File: config.mk
export PLATFORM = sky130hd
export DESIGN_NAME = input_debouncer
export DESIGN_NICKNAME = d
export VERILOG_FILES = /design/src/rtl/debounce_pkg.sv /design/src/rtl/sync_2ff.sv /design/src/rtl/input_debouncer.sv
export SDC_FILE = /design/constraint.sdc
export NUM_CORES = 1
export LEC_CHECK = 0
export CORE_AREA = 2 2 39 41
export CTS_BUF_LIST = sky130_fd_sc_hd__clkbuf_8
export CTS_CLUSTER_DIAMETER = 120
export CTS_CLUSTER_SIZE = 8
export DETAILED_ROUTE_END_ITERATION = 10
export DIE_AREA = 0 0 41 43
export GPL_ROUTABILITY_DRIVEN = 0
export PLACE_DENSITY = 0.56
export SLEW_MARGIN = 20
export SYNTH_ARGS = -nofsm -noshare
export SYNTH_HDL_FRONTEND = slang
export SYNTH_SLANG_ARGS = --single-unit
File: constraint.sdc
create_clock -name clk -period 1.8 [get_ports clk]
set_clock_uncertainty 0.2 [all_clocks]
set_input_delay 0.36 -clock clk [delete_from_list [all_inputs] [get_ports clk]]
set_output_delay 0.36 -clock clk [all_outputs]
set_load 0.02 [all_outputs]
File: src/rtl/debounce_pkg.sv
// Shared definitions for the input debouncer and its synchronizer.
// Gray-coded states so that state[1] always equals the committed level.
package debounce_pkg;

   typedef enum logic [1:0] {
      LOW       = 2'b00,
      WAIT_HIGH = 2'b01,
      HIGH      = 2'b11,
      WAIT_LOW  = 2'b10
   } state_t;

   localparam int SYNC_STAGES = 2;

endpackage

File: src/rtl/sync_2ff.sv
// Two-flop synchronizer for a single asynchronous bit.
// Latency SYNC_STAGES cycles; synchronous active-high reset clears the chain.
module sync_2ff
   import debounce_pkg::*;
(
   input  logic clk,
   input  logic rstb,
   input  logic d,
   output logic q
);

   logic [SYNC_STAGES-1:0] sync_q;

   always_ff @(posedge clk) begin
      if (rstb) begin
         sync_q <= '0;
      end else begin
         sync_q <= {sync_q[SYNC_STAGES-2:0], d};
      end
   end

   assign q = sync_q[SYNC_STAGES-1];

endmodule

File: src/rtl/input_debouncer.sv
// Debounces a raw asynchronous input into a clean registered level plus rise/fall pulses.
// Output changes STABLE_CYCLES+2 edges after a stable input change; shorter glitches are dropped.
module input_debouncer
   import debounce_pkg::*;
#(
   parameter int STABLE_CYCLES = 4,
   parameter int CNT_W         = $clog2(STABLE_CYCLES)
) (
   input  logic clk,
   input  logic rstb,
   input  logic d_in,
   output logic q_clean,
   output logic rise,
   output logic fall
);

   localparam logic [CNT_W-1:0] CNT_ONE = CNT_W'(1);
   localparam logic [CNT_W-1:0] CNT_MAX = CNT_W'(STABLE_CYCLES - 1);

   logic             d_sync;
   state_t           state_q;
   logic [CNT_W-1:0] cnt_q;
   logic [CNT_W-1:0] cnt_d;
   logic             q_clean_q;
   logic             rise_q;
   logic             fall_q;

   sync_2ff u_sync (
      .clk  (clk),
      .rstb (rstb),
      .d    (d_in),
      .q    (d_sync)
   );

   assign cnt_d = cnt_q + CNT_ONE;

   always_ff @(posedge clk) begin
      if (rstb) begin
         state_q   <= LOW;
         cnt_q     <= '0;
         q_clean_q <= 1'b0;
         rise_q    <= 1'b0;
         fall_q    <= 1'b0;
      end else begin
         rise_q <= 1'b0;
         fall_q <= 1'b0;
         case (state_q)
            LOW: begin
               if (d_sync) begin
                  state_q <= WAIT_HIGH;
                  cnt_q   <= CNT_ONE;
               end
            end
            WAIT_HIGH: begin
               if (!d_sync) begin
                  state_q <= LOW;
                  cnt_q   <= '0;
               end else if (cnt_q == CNT_MAX) begin
                  state_q   <= HIGH;
                  cnt_q     <= '0;
                  q_clean_q <= 1'b1;
                  rise_q    <= 1'b1;
               end else begin
                  cnt_q <= cnt_d;
               end
            end
            HIGH: begin
               if (!d_sync) begin
                  state_q <= WAIT_LOW;
                  cnt_q   <= CNT_ONE;
               end
            end
            WAIT_LOW: begin
               if (d_sync) begin
                  state_q <= HIGH;
                  cnt_q   <= '0;
               end else if (cnt_q == CNT_MAX) begin
                  state_q   <= LOW;
                  cnt_q     <= '0;
                  q_clean_q <= 1'b0;
                  fall_q    <= 1'b1;
               end else begin
                  cnt_q <= cnt_d;
               end
            end
            default: begin
               state_q <= LOW;
               cnt_q   <= '0;
            end
         endcase
      end
   end

   assign q_clean = q_clean_q;
   assign rise    = rise_q;
   assign fall    = fall_q;

   // Counter saturates at the qualification threshold, so it can never wrap.
   a_cnt_bound: assert property (@(posedge clk) cnt_q <= CNT_MAX);
   a_pulse_excl: assert property (@(posedge clk) !(rise_q && fall_q));

endmodule
==> results of run 1 <==
==> cells in the mapped netlist, drive strengths merged, types with 2 or more instances <==
master / n
nor2b: 2
dfxtp: 9
inv: 3
a211oi: 2
nor2: 4
mux2i: 2
mux2: 2
nand2: 2
nand2b: 3
a21oi: 3
ha: 6
buf: 2
==> report_power, final <==
| group | switching [uW] | leakage [uW] | total [uW] | internal [uW] |
|---|---|---|---|---|
| clock | 77.9 | 0.0000269 | 226 | 148 |
| sequential | 15.4 | 0.0000735 | 235 | 219 |
| combinational | 74.2 | 0.000156 | 151 | 76.9 |
==> path summary, 6_finish.rpt <==
path	from	slack [ns]	to	depth (start not counted)
worst max-delay path	q_clean	0.05	q_clean	1
worst min-delay path	u_sync.sync_q[0]	0.23	u_sync.sync_q[1]	1
worst max register to register	state_q[0]	0.14	state_q[1]	5
worst min register to register	u_sync.sync_q[0]	0.23	u_sync.sync_q[1]	1
==> kinds of logic (layout without fill, tap and decap cells) <==
kind of cell	after synthesis	after routing	share of synthesized area [%]
AO/OA/AOI/OAI	9	9	14.6
adder cells (fa/ha/maj)	6	6	14.9
buffers and inverters	5	16	5.96
flip-flops	9	9	35.7
multiplexers	4	4	8.44
AND/OR/NAND/NOR	16	16	20.3
==> cell type report <==
| type | count | share of cell area [%] |
|---|---|---|
| clock buffer | 3 | 6.55 |
| inverter | 3 | 1.79 |
| timing repair buffer | 9 | 12.7 |
| multi-input combinational | 35 | 46.6 |
| tap | 16 | 3.17 |
| clock inverter | 1 | 0.595 |
| sequential | 9 | 28.6 |
==> routing by layer <==
layer | global-route usage (%) | vias to the layer above | wire length [microns] | share of wire [%]
li1 | - | 193 | - | -
met1 | 14.6 | 165 | 373 | 43
met2 | 16.9 | 8 | 409 | 47
met3 | 9.42 | 5 | 51 | 5.9
met4 | 13.3 | 0 | 31 | 3.6
met5 | 0 | - | 0 | 0
==> state kept, by name, summed over array words and instances, names as in the netlist <==
signal / flops
q_clean: 1
state_q: 2
u_sync.sync_q: 2
fall: 1
cnt_q: 2
rise: 1
==> stage by stage <==
step / setup WS (ns) / area (sq um)
final: 0.0479 / 631
after global routing: 0.00210 / 631
after detailed placement: 0.108 / 586
after CTS: 0.0385 / 631
after floorplan: 0.224 / 504
after global placement: 0.0934 / 586
==> qor.yml, run 1 <==
yosys:
  syn_area_sq_um: 504
  yosysTopAreaCellShare_pct: 35.7
  ys.flop_type: "dfxtp_1"
  ys_seq_area_share_pct: 35.7
  yosysTopAreaCell: "dfxtp_1"
  synth_warnings: 0
  yosys_register_bits: 9
  synth_cell_types: 22
  syn_avg_cell_area_sq_um: 10.3
  synth_area_leaders: "dfxtp_1 (36%), ha_1 (15%), mux2_1 (4.5%)"
  ys_async_sr_fraction_pct: 0
  syn_inst: 49
  synth_edf_count: 0
  syn_nets: 58
cells_and_area:
  drive_gt1_share_pct: 21.7
  multi_input_area_sq_um: 294
  fillCellCount: 133
  fin_cells: 76
  layout_common_cells: "dfxtp_1 (9), ha_1 (6), clkdlybuf4s50_1 (5)"
  antenna_cells: 0
  layout_commonest_cell: "dfxtp_1"
  ff_latch_area_sq_um: 180
  finalNetCount: 70
  areaGrowthSynthToFinish_pct: 25.1
  fin_util_pct: 45.6
clock_network:
  clock_path_buffers: 2
  post_cts_buffers: 0
  worstSkewPairLatency_ns: 0.23
  path_clk_slew_ns: 0.04
  numCtsBuffers: 3
  cts_sinks: 9
  cts_tree: "built"
  ctsResizeCount: 0
  postCtsHoldBufs: 0
  root_buffer: "clkbuf_8"
  htreeDepth: 1
setup_path:
  cp-start-kind: "flop"
  slowest_delay_ns: 0.61
  critPathTopFamily: "buffers and inverters"
  crit_path_top_delay_cell: "clkdlybuf4s50_1"
  crit_path_max_fanout: 3
  cp-end-kind: "primary output"
  worst_ep_arrival_time_ns: 1.19
  worstPathCellList: "clkdlybuf4s50_1"
  path_buf_inv: 1
  cp.required_ns: 1.24
  crit_type: "reg -> out"
routing:
  dr.pass1.iters: 2
  routed_wl_microns: 865
  drtIter0Drc: 6
  drcViolationCount: 0
  vias: 371
  wl_per_cell_microns: 11.4
  drt-vias-per-instance: 4.88
  antenna_left: 0
job:
  maxCapViolations: 0
die:
  die_h_microns: 43
  start_util_pct: 36.4
  fp.dieW_microns: 41
  rows: 14
  dieArea_sq_um: 1760
  coreArea_sq_um: 1380
  top_level_ports: 6
sta:
  fmax_mhz: 571
  final.min_clock_period_ns: 1.75
  whs_ns: 0.231
  finalSetupTns_ns: 0
  slew-limit-headroom_pct: 79.9
  setup_viol: 0
  slew_viol_final: 0
  tightest_slew_ns: 0.292
  hold_viol: 0
  grt_setup_unrepaired: "false"
  finalCritPeriodShare_pct: 97.3
hold_path:
  hp-class: "reg -> reg"
global_route:
  grt_overflow_total: 0
  antenna_found_initial: 0
  grt_pass1_wl_microns: 1470
  grt_max_degree: 9
  grt_util_all_layers_pct: 13.8
  first_global_vias: 348
pwr:
  peakVddDrop_mv: 0.425
  power_uw: 612
  p_leak_uw: 0.000257
  cellPowerDensity_nw_per_um2: 970
outcome:
  outcome: "complete, no violations"
placed_design:
  place.detailed.hpwl_microns: 651
  dpl.cell_count: 72
  numPortBuffers: 5
(Power assumes the default switching activity.)
==> inputs of run 2 (changes only) <==
==> constraint.sdc (replaced) <==
create_clock -name clk -period 2.02 [get_ports clk]
set_clock_uncertainty 0.2 [all_clocks]
set_input_delay 0.404 -clock clk [delete_from_list [all_inputs] [get_ports clk]]
set_output_delay 0.404 -clock clk [all_outputs]
set_load 0.02 [all_outputs]
==> qor.yml, run 2 (same netlist as run 1, synthesis figures left out) <==
cells_and_area:
  layout_common_cells: "dfxtp_1 (9), ha_1 (6), clkdlybuf4s50_1 (5), inv_1 (4), nor2_1 (4)"  # was dfxtp_1 (9), ha_1 (6), clkdlybuf4s50_1 (5)
  drive_gt1_share_pct: 16.1  # was 21.7%
  areaGrowthSynthToFinish_pct: 19.1  # was 25.1%
  largest_registers: "cnt_q x2, state_q x2, u_sync.sync_q x2"  # unchanged
  layout_commonest_cell: "dfxtp_1"  # unchanged
  antenna_cells: 0  # unchanged
  finalNetCount: 66  # was 70
die:
  die_h_microns: 43  # unchanged
  coreArea_sq_um: 1380  # unchanged
  fp.dieW_microns: 41  # unchanged
  rows: 14  # unchanged
  dieArea_sq_um: 1760  # unchanged
  top_level_ports: 6  # unchanged
  start_util_pct: 36.4  # unchanged
routing:
  drcViolationCount: 0  # unchanged
  drt-vias-per-instance: 4.90  # was 4.88
  wl_per_cell_microns: 11.8  # was 11.4 microns
  antenna_left: 0  # unchanged
  vias: 353  # was 371
  drtIter0Drc: 5  # was 6
  routed_wl_microns: 850  # was 865 microns
  dr.pass1.iters: 4  # was 2
setup_path:
  cp-end-kind: "primary output"  # unchanged
  regToRegStartpoint: "state_q[1]"  # was state_q[0]
  reg2reg_depth: 5  # unchanged
  critPathTopFamily: "buffers and inverters"  # unchanged
  crit_type: "reg -> out"  # unchanged
  worst_ep_arrival_time_ns: 1.19  # about the same
  r2r_slack_ns: 0.32  # was 0.14 ns
  cp-start-kind: "flop"  # unchanged
  setup.worst_path.start: "q_clean"  # unchanged
  slowest_delay_ns: 0.61  # about the same
  worstPathCellList: "clkdlybuf4s50_1"  # unchanged
  path_buf_inv: 1  # unchanged
  r2r-end: "state_q[0]"  # was state_q[1]
  crit_path_top_delay_cell: "clkdlybuf4s50_1"  # unchanged
  crit_path_max_fanout: 3  # unchanged
  cp.required_ns: 1.42  # was 1.24 ns
hold_path:
  hp-class: "reg -> reg"  # unchanged
  whs_path_depth: 1  # unchanged
  min_from: "u_sync.sync_q[0]"  # unchanged
  hold_path_end: "u_sync.sync_q[1]"  # unchanged
sta:
  fmax_mhz: 557
  setup_slack_ns: 0.223  # was 0.0479 ns
  slew-limit-headroom_pct: 74.1  # was 79.9%
  grt_setup_unrepaired: "false"  # unchanged
  finalCritPeriodShare_pct: 88.9
  final.min_clock_period_ns: 1.80
  setup_viol: 0  # unchanged
  slew_viol_final: 0  # unchanged
  tightest_slew_ns: 0.388  # was 0.292 ns
  finalSetupTns_ns: 0  # unchanged
  hold_viol: 0  # unchanged
pwr:
  power_uw: 541  # was 612 uW
  peakVddDrop_mv: 0.403  # was 0.425 mV
  cellPowerDensity_nw_per_um2: 901  # was 970 nW/um^2
  p_leak_uw: 0.000236  # was 0.000257 uW
global_route:
  antenna_found_initial: 0  # unchanged
  grt_pass1_wl_microns: 1430  # was 1470 microns
  grt_max_degree: 12  # was 9
  grt_util_all_layers_pct: 12.8  # was 13.8%
  grt_overflow_total: 0  # unchanged
  first_global_vias: 333  # was 348
clock_network:
  post_cts_buffers: 0  # unchanged
  cts_tree: "built"  # unchanged
  ctsResizeCount: 0  # unchanged
  path_clk_slew_ns: 0.05  # was 0.04 ns
  htreeDepth: 1  # unchanged
  numCtsBuffers: 3  # unchanged
  worstSkewPairLatency_ns: 0.24  # was 0.23 ns
  postCtsHoldBufs: 0  # unchanged
  root_buffer: "clkbuf_8"  # unchanged
  cts_sinks: 9  # unchanged
  clock_path_buffers: 2  # unchanged
outcome:
  outcome: "complete, no violations"  # unchanged
job:
  maxCapViolations: 0  # unchanged
placed_design:
  dp_slack_ns: 0.203  # was 0.108 ns
  place.detailed.hpwl_microns: 614  # was 651 microns
  numPortBuffers: 5  # unchanged
run 2: layout make-up:
class	count	area, sq um
fill	135	783
timing repair buffer	5	50.0
tap	16	20.0
clock buffer	3	41.3
sequential	9	180
inverter	3	11.3
clock inverter	1	3.75
multi-input combinational	35	294
run 2: worst max path at each step:
stage / depth (start not counted) / slack [ns] / end
finish: 1 / 0.22 / q_clean
global route: 1 / 0.16 / q_clean
CTS: 1 / 0.21 / q_clean
detailed placement: 3 / 0.20 / state_q[1]
global placement: 3 / 0.22 / state_q[1]
floorplan: 4 / 0.44 / state_q[0]
run 2: stage by stage:
step	utilization (%)	hold slack, ns	area, sq um	instances
floorplan	-	0.214	504	49
global placement	40.1	0.216	556	68
detailed placement	40.1	0.225	556	68
CTS	43.4	0.235	601	72
global route	43.4	0.250	601	72
finish	43.4	0.231	601	72
run 2: power by group:
part / switching, uW / internal, uW
Clock: 72.4 / 132
Sequential: 14.9 / 195
Combinational: 65.0 / 61.3
run 2: layer usage:
layer  routed length (microns)  global-route usage, %  up-vias
met1                       419                   15.2      156
met4                        19                   10.0        0
met3                        46                   6.28        2
met5                         0                      0        -
li1                          -                      -      185
met2                       364                   16.6       10
==> inputs of run 3 (changes only) <==
--- a/config.mk
+++ b/config.mk
@@ -8,7 +8,7 @@
 export CORE_AREA = 2 2 39 41
 export CTS_BUF_LIST = sky130_fd_sc_hd__clkbuf_8
 export CTS_CLUSTER_DIAMETER = 120
-export CTS_CLUSTER_SIZE = 8
+export CTS_CLUSTER_SIZE = 28
 export DETAILED_ROUTE_END_ITERATION = 10
 export DIE_AREA = 0 0 41 43
 export GPL_ROUTABILITY_DRIVEN = 0
==> results of run 3 <==
Final layout, timing and power as in run 2 (identical DEF).
